$ cat config.mk
export PLATFORM = sky130hd
export DESIGN_NAME = int_ctrl
export DESIGN_NICKNAME = d
export VERILOG_FILES = /design/src/rtl/int_pkg.sv /design/src/rtl/prio_enc.sv /design/src/rtl/int_ctrl.sv
export SDC_FILE = /design/constraint.sdc
export NUM_CORES = 1
export LEC_CHECK = 0
export ABC_AREA = 0
export CAP_MARGIN = 20
export CELL_PAD_IN_SITES_DETAIL_PLACEMENT = 1
export CELL_PAD_IN_SITES_GLOBAL_PLACEMENT = 1
export CORE_MARGIN = 5
export CORE_UTILIZATION = 36
export DETAILED_ROUTE_END_ITERATION = 8
export PLACE_DENSITY_LB_ADDON = 0.1
export SETUP_SLACK_MARGIN = 0.02
export SLEW_MARGIN = 20
export SYNTH_ARGS = -nofsm -noshare
export SYNTH_HDL_FRONTEND = slang
export SYNTH_SLANG_ARGS = --single-unit
$ cat constraint.sdc
create_clock -name clk -period 1.7 [get_ports clk]
set_clock_uncertainty 0.1 [all_clocks]
set_input_delay 0.17 -clock clk [delete_from_list [all_inputs] [get_ports clk]]
set_output_delay 0.17 -clock clk [all_outputs]
set_load 0.02 [all_outputs]
$ cat src/rtl/int_pkg.sv
// Shared definitions for the interrupt controller: default sizing and
// the FSM state encoding.
package int_pkg;

    localparam int N_SRC_DEF = 8;
    localparam int ID_W_DEF  = 3;

    localparam logic [1:0] S_IDLE    = 2'd0;
    localparam logic [1:0] S_REQ     = 2'd1;
    localparam logic [1:0] S_SERVICE = 2'd2;

    typedef enum logic [1:0] {
        ST_IDLE    = S_IDLE,
        ST_REQ     = S_REQ,
        ST_SERVICE = S_SERVICE
    } state_t;

endpackage

$ cat src/rtl/prio_enc.sv
// Combinational priority encoder: the lowest set index wins.
module prio_enc #(
    parameter int N_SRC = 8,
    parameter int ID_W  = 3
) (
    input  logic [N_SRC-1:0] req,
    output logic [ID_W-1:0]  idx,
    output logic             valid
);

    // hit is one-hot: a request with no request at any lower index
    logic [N_SRC-1:0] hit;

    genvar gi;
    generate
        for (gi = 0; gi < N_SRC; gi++) begin : g_hit
            if (gi == 0) begin : g_first
                assign hit[gi] = req[gi];
            end else begin : g_rest
                assign hit[gi] = req[gi] & ~(|req[gi-1:0]);
            end
        end
    endgenerate

    // Convert the one-hot winner into its binary index
    always_comb begin
        idx = '0;
        for (int i = 0; i < N_SRC; i++) begin
            if (hit[i]) begin
                idx = ID_W'(i);
            end
        end
    end

    assign valid = |req;

endmodule

$ cat src/rtl/int_ctrl.sv
// Interrupt controller: edge capture into pending bits, masking,
// fixed priority selection and a non-nesting request/service handshake.
module int_ctrl
    import int_pkg::*;
#(
    parameter int N_SRC = N_SRC_DEF,
    parameter int ID_W  = ID_W_DEF
) (
    input  logic             clk,
    input  logic             rst,
    input  logic [N_SRC-1:0] irq_in,
    input  logic             mask_we,
    input  logic [N_SRC-1:0] mask_wdata,
    input  logic             int_ack,
    input  logic             eoi,
    output logic             INT,
    output logic [ID_W-1:0]  int_id,
    output logic [N_SRC-1:0] pending,
    output logic             in_service
);

    state_t           state_q, state_d;
    logic [N_SRC-1:0] irq_prev_q;
    logic [N_SRC-1:0] pending_q, pending_d;
    logic [N_SRC-1:0] mask_q, mask_d;
    logic [ID_W-1:0]  int_id_q, int_id_d;

    logic [N_SRC-1:0] edge_vec;
    logic [N_SRC-1:0] clr_vec;
    logic [ID_W-1:0]  win_id;
    logic             win_valid;

    assign edge_vec = irq_in & ~irq_prev_q;

    prio_enc #(
        .N_SRC (N_SRC),
        .ID_W  (ID_W)
    ) u_prio_enc (
        .req   (pending_q & ~mask_q),
        .idx   (win_id),
        .valid (win_valid)
    );

    // Next-state logic; int_id only changes when leaving IDLE, so it stays
    // frozen for the whole request and service.
    always_comb begin
        state_d  = state_q;
        int_id_d = int_id_q;
        clr_vec  = '0;
        case (state_q)
            ST_IDLE: begin
                if (win_valid) begin
                    int_id_d = win_id;
                    state_d  = ST_REQ;
                end
            end
            ST_REQ: begin
                if (int_ack) begin
                    clr_vec = {{(N_SRC-1){1'b0}}, 1'b1} << int_id_q;
                    state_d = ST_SERVICE;
                end
            end
            ST_SERVICE: begin
                if (eoi) begin
                    state_d = ST_IDLE;
                end
            end
            default: state_d = ST_IDLE;
        endcase
    end

    // Pending and mask updates; a fresh edge beats the acknowledge clear,
    // and a mask write is only seen by arbitration from the next cycle.
    always_comb begin
        pending_d = (pending_q & ~clr_vec) | edge_vec;
        mask_d    = mask_we ? mask_wdata : mask_q;
    end

    // State registers; reset leaves every source masked
    always_ff @(posedge clk or posedge rst) begin
        if (rst) begin
            state_q    <= ST_IDLE;
            irq_prev_q <= '0;
            pending_q  <= '0;
            mask_q     <= '1;
            int_id_q   <= '0;
        end else begin
            state_q    <= state_d;
            irq_prev_q <= irq_in;
            pending_q  <= pending_d;
            mask_q     <= mask_d;
            int_id_q   <= int_id_d;
        end
    end

    assign INT        = (state_q == ST_REQ);
    assign in_service = (state_q == ST_SERVICE);
    assign int_id     = int_id_q;
    assign pending    = pending_q;

endmodule

==> run metrics <==
status finished clean; arrival time at the worst endpoint 1340 ps; overall power between 2 and 2.5 mW; share of cells above drive strength 1 22.4%; worst-path cell chain clkdlybuf4s50_1; Min Clock Period, post-route 1610 ps; number of max-slew violations in the final report 0; first-pass GRT wire length 4.75 mm; wire length reported by the detailed router approximately 3 mm; largest net degree at the start of global routing 30; transition time of the tightest slew-check pin ~440 ps; vias per inst between 4 and 5; post-CTS setup repair buffer count 0; data required time at the worst endpoint about 1400 ps; P per Cell Area roughly 1400 nW/um^2; final-layout fill cell count ~380; number of antenna violations at the first check in global routing 0; TritonCTS clock tree yes; Clock Tree Buf Depth 2; number of buffers inserted for hold repair after clock tree synthesis 0; number of diodes 0; Static Leakage 0.722 nW; clock tree sinks 29; starting utilization of the core area between 30% and 40%; aggregate global-route resource usage 15.0%; share of synthesized area occupied by flip-flops and latches between 60% and 70%; cell type with the largest total area after synthesis sky130_fd_sc_hd__dfrtp_1; max-cap check violation count 0; unrepaired setup endpoints after global routing no; number of DRC markers in iteration 0 22; clock transition at the registers of the reported paths approximately 90 ps; Distinct cells, synth 27; die boundary height between 60 and 70 um; GPL Wtd Cong just under 0.8; Core Box Area 3310 sq um; DIE WIDTH slightly below 70 um; Final Setup Violations 0; proportion of register bits with asynchronous set or reset after synthesis 100%; signed area change from the synthesized netlist to the final layout 37.7%; core occupancy in the finished layout roughly 51%; average routed wire per standard cell about 16 um; Synthesized Nets ~120; cell area after synthesis around 1200 sq um; final-layout setup total negative slack 0 ps; Root Buffer sky130_fd_sc_hd__clkbuf_4; placed wire-length estimate after detailed placement 2.27 mm; kind of capture point of the worst setup path output port; I/O Buffers 33; H-Tree Depth 2; detailed-route DRC error count 0; launching element type of the critical path flip-flop; via count of the first global-routing pass 986; CTS Buf Count 5; CP bufs+invs 1; maximum clock rate between 0.6 and 0.7 GHz; peak supply drop 0.637 mV; total die area ~4600 sq um; top-area cell type share of the netlist area between 40 and 50%; slowest cell on the critical path sky130_fd_sc_hd__clkdlybuf4s50_1; Cell Rows 21; setup slack of the most critical reg-to-reg path ~120 ps; worst-skew pair later-pin latency ~320 ps; via count of the routed design between 800 and 900; dominant cells by area after synthesis sky130_fd_sc_hd__dfrtp_1, sky130_fd_sc_hd__dfstp_2, sky130_fd_sc_hd__mux2_2; type of the worst min-delay path in -> async; syn_area_per_cell roughly 12 sq um; number of synthesized flops with an enable pin 0; Post-synth top cells sky130_fd_sc_hd__dfrtp_1, sky130_fd_sc_hd__inv_1, sky130_fd_sc_hd__o21ai_0; headroom to the max-slew limit 70.5%; stage delay of the slowest cell on the critical path 630 ps; number of nets in the layout 163; CP Max Fanout 3; number of routed nets with antenna violations 0; Crit path max-delay family buffers and inverters; Critical Setup Path Class reg -> out; hold_ws 110 ps; sum of overflow across all layers after global routing 0; synthesized netlist cell count 101; number of endpoints with negative hold slack in the final report 0; period utilization around 95%; first-pass iteration count of the detailed router 2; number of warning messages in the yosys log 0; Seq cells post-synth 29; commonest register cell after synthesis sky130_fd_sc_hd__dfrtp_1; I/O pin count 34; most frequent cell after synthesis sky130_fd_sc_hd__dfrtp_1
## worst min-delay path: cells and delay by family
kind / cells / cell delay, ps
buffers and inverters: 3 / 770
## timing repair
action / 4_1_cts / 5_1_grt
endpoints found under the setup margin: 3 / 4
gates resized for setup: 3 / 5
endpoints found under the hold margin: 0 / 0
## per-layer routing
metal / global-route usage, % / up-vias / routed length, um
met4: 8.19 / 0 / 63
met5: 0 / - / 0
met3: 6.08 / 5 / 177
met1: 17.1 / 430 / 1240
li1: - / 426 / -
met2: 23.7 / 19 / 1440
## through the flow
step | area [sq um] | instances | setup WS, ps
6_report | 1670 | 189 | 88.5
5_1_grt | 1670 | 189 | 22.9
4_1_cts | 1670 | 189 | 24.1
3_5_place_dp | 1610 | 181 | 125
3_3_place_gp | 1610 | 181 | 156
2_1_floorplan | 1210 | 101 | 226
## registers in the layout, indices dropped and copies added (netlist names)
| name | flops |
|---|---|
| irq_prev_q | 8 |
| state_q | 2 |
| pending | 8 |
| mask_q | 8 |
| int_id | 3 |
## where the power goes
group / switching (mW) / leakage, nW / internal, mW
logic: 0.510 / 0.378 / 0.429
clock network: 0.235 / 0.0326 / 0.204
registers: 0.128 / 0.311 / 0.851
## cell type report
class / instances / area [sq um] / area share [%]
timing repair buffer: 35 / 345 / 20.6
sequential: 29 / 736 / 44.0
tap: 46 / 57.6 / 3.44
clock buffer: 8 / 58.8 / 3.52
inverter: 15 / 56.3 / 3.37
multi-input combinational: 56 / 419 / 25.1
## cell families after synthesis
| logic type | synth area share [%] |
|---|---|
| AOI/OAI and AO/OA | 16.8 |
| muxes | 6.49 |
| buffers and inverters | 4.94 |
| and+or+nand+nor | 11.2 |
| DFF | 60.6 |
## layout by cell type, fill, tap and decap left out
| master | n |
|---|---|
| sky130_fd_sc_hd__mux2_2 | 7 |
| sky130_fd_sc_hd__o2111ai_2 | 1 |
| sky130_fd_sc_hd__nand2_1 | 3 |
| sky130_fd_sc_hd__and2b_1 | 1 |
| sky130_fd_sc_hd__clkbuf_2 | 1 |
| sky130_fd_sc_hd__o21ai_0 | 15 |
| sky130_fd_sc_hd__or2b_2 | 1 |
| sky130_fd_sc_hd__nor2b_2 | 1 |
| sky130_fd_sc_hd__a22o_1 | 1 |
| sky130_fd_sc_hd__nor2b_1 | 3 |
| sky130_fd_sc_hd__clkbuf_4 | 5 |
| sky130_fd_sc_hd__o41ai_4 | 1 |
| sky130_fd_sc_hd__a31o_1 | 1 |
| sky130_fd_sc_hd__inv_1 | 15 |
| sky130_fd_sc_hd__dlygate4sd2_1 | 2 |
| sky130_fd_sc_hd__o21ai_1 | 1 |
| sky130_fd_sc_hd__nand2b_4 | 2 |
| sky130_fd_sc_hd__clkbuf_8 | 1 |
| sky130_fd_sc_hd__clkbuf_1 | 2 |
| sky130_fd_sc_hd__dfstp_2 | 8 |
| sky130_fd_sc_hd__nand2b_2 | 1 |
| sky130_fd_sc_hd__dlymetal6s2s_1 | 3 |
| sky130_fd_sc_hd__o31ai_1 | 2 |
| sky130_fd_sc_hd__nor2_1 | 3 |
| sky130_fd_sc_hd__buf_4 | 2 |
| sky130_fd_sc_hd__a211o_1 | 1 |
| sky130_fd_sc_hd__a21oi_1 | 2 |
| sky130_fd_sc_hd__a311o_1 | 1 |
| sky130_fd_sc_hd__clkdlybuf4s50_1 | 27 |
| sky130_fd_sc_hd__a22oi_1 | 1 |
| sky130_fd_sc_hd__a22oi_2 | 1 |
| sky130_fd_sc_hd__dfrtp_1 | 21 |
| sky130_fd_sc_hd__nand2b_1 | 3 |
| sky130_fd_sc_hd__nand3_1 | 3 |
## path summary, 6_finish.rpt
check	depth (start not counted)	from	end
max	1	pending[0]	pending[0]
min	3	rst	int_id[1]
max reg2reg	4	mask_q[3]	int_id[2]
min reg2reg	1	irq_prev_q[0]	pending[0]
max in group asynchronous	3	rst	mask_q[4]
min in group clk	1	irq_in[2]	irq_prev_q[2]
Power figures use the tool's default switching activity.
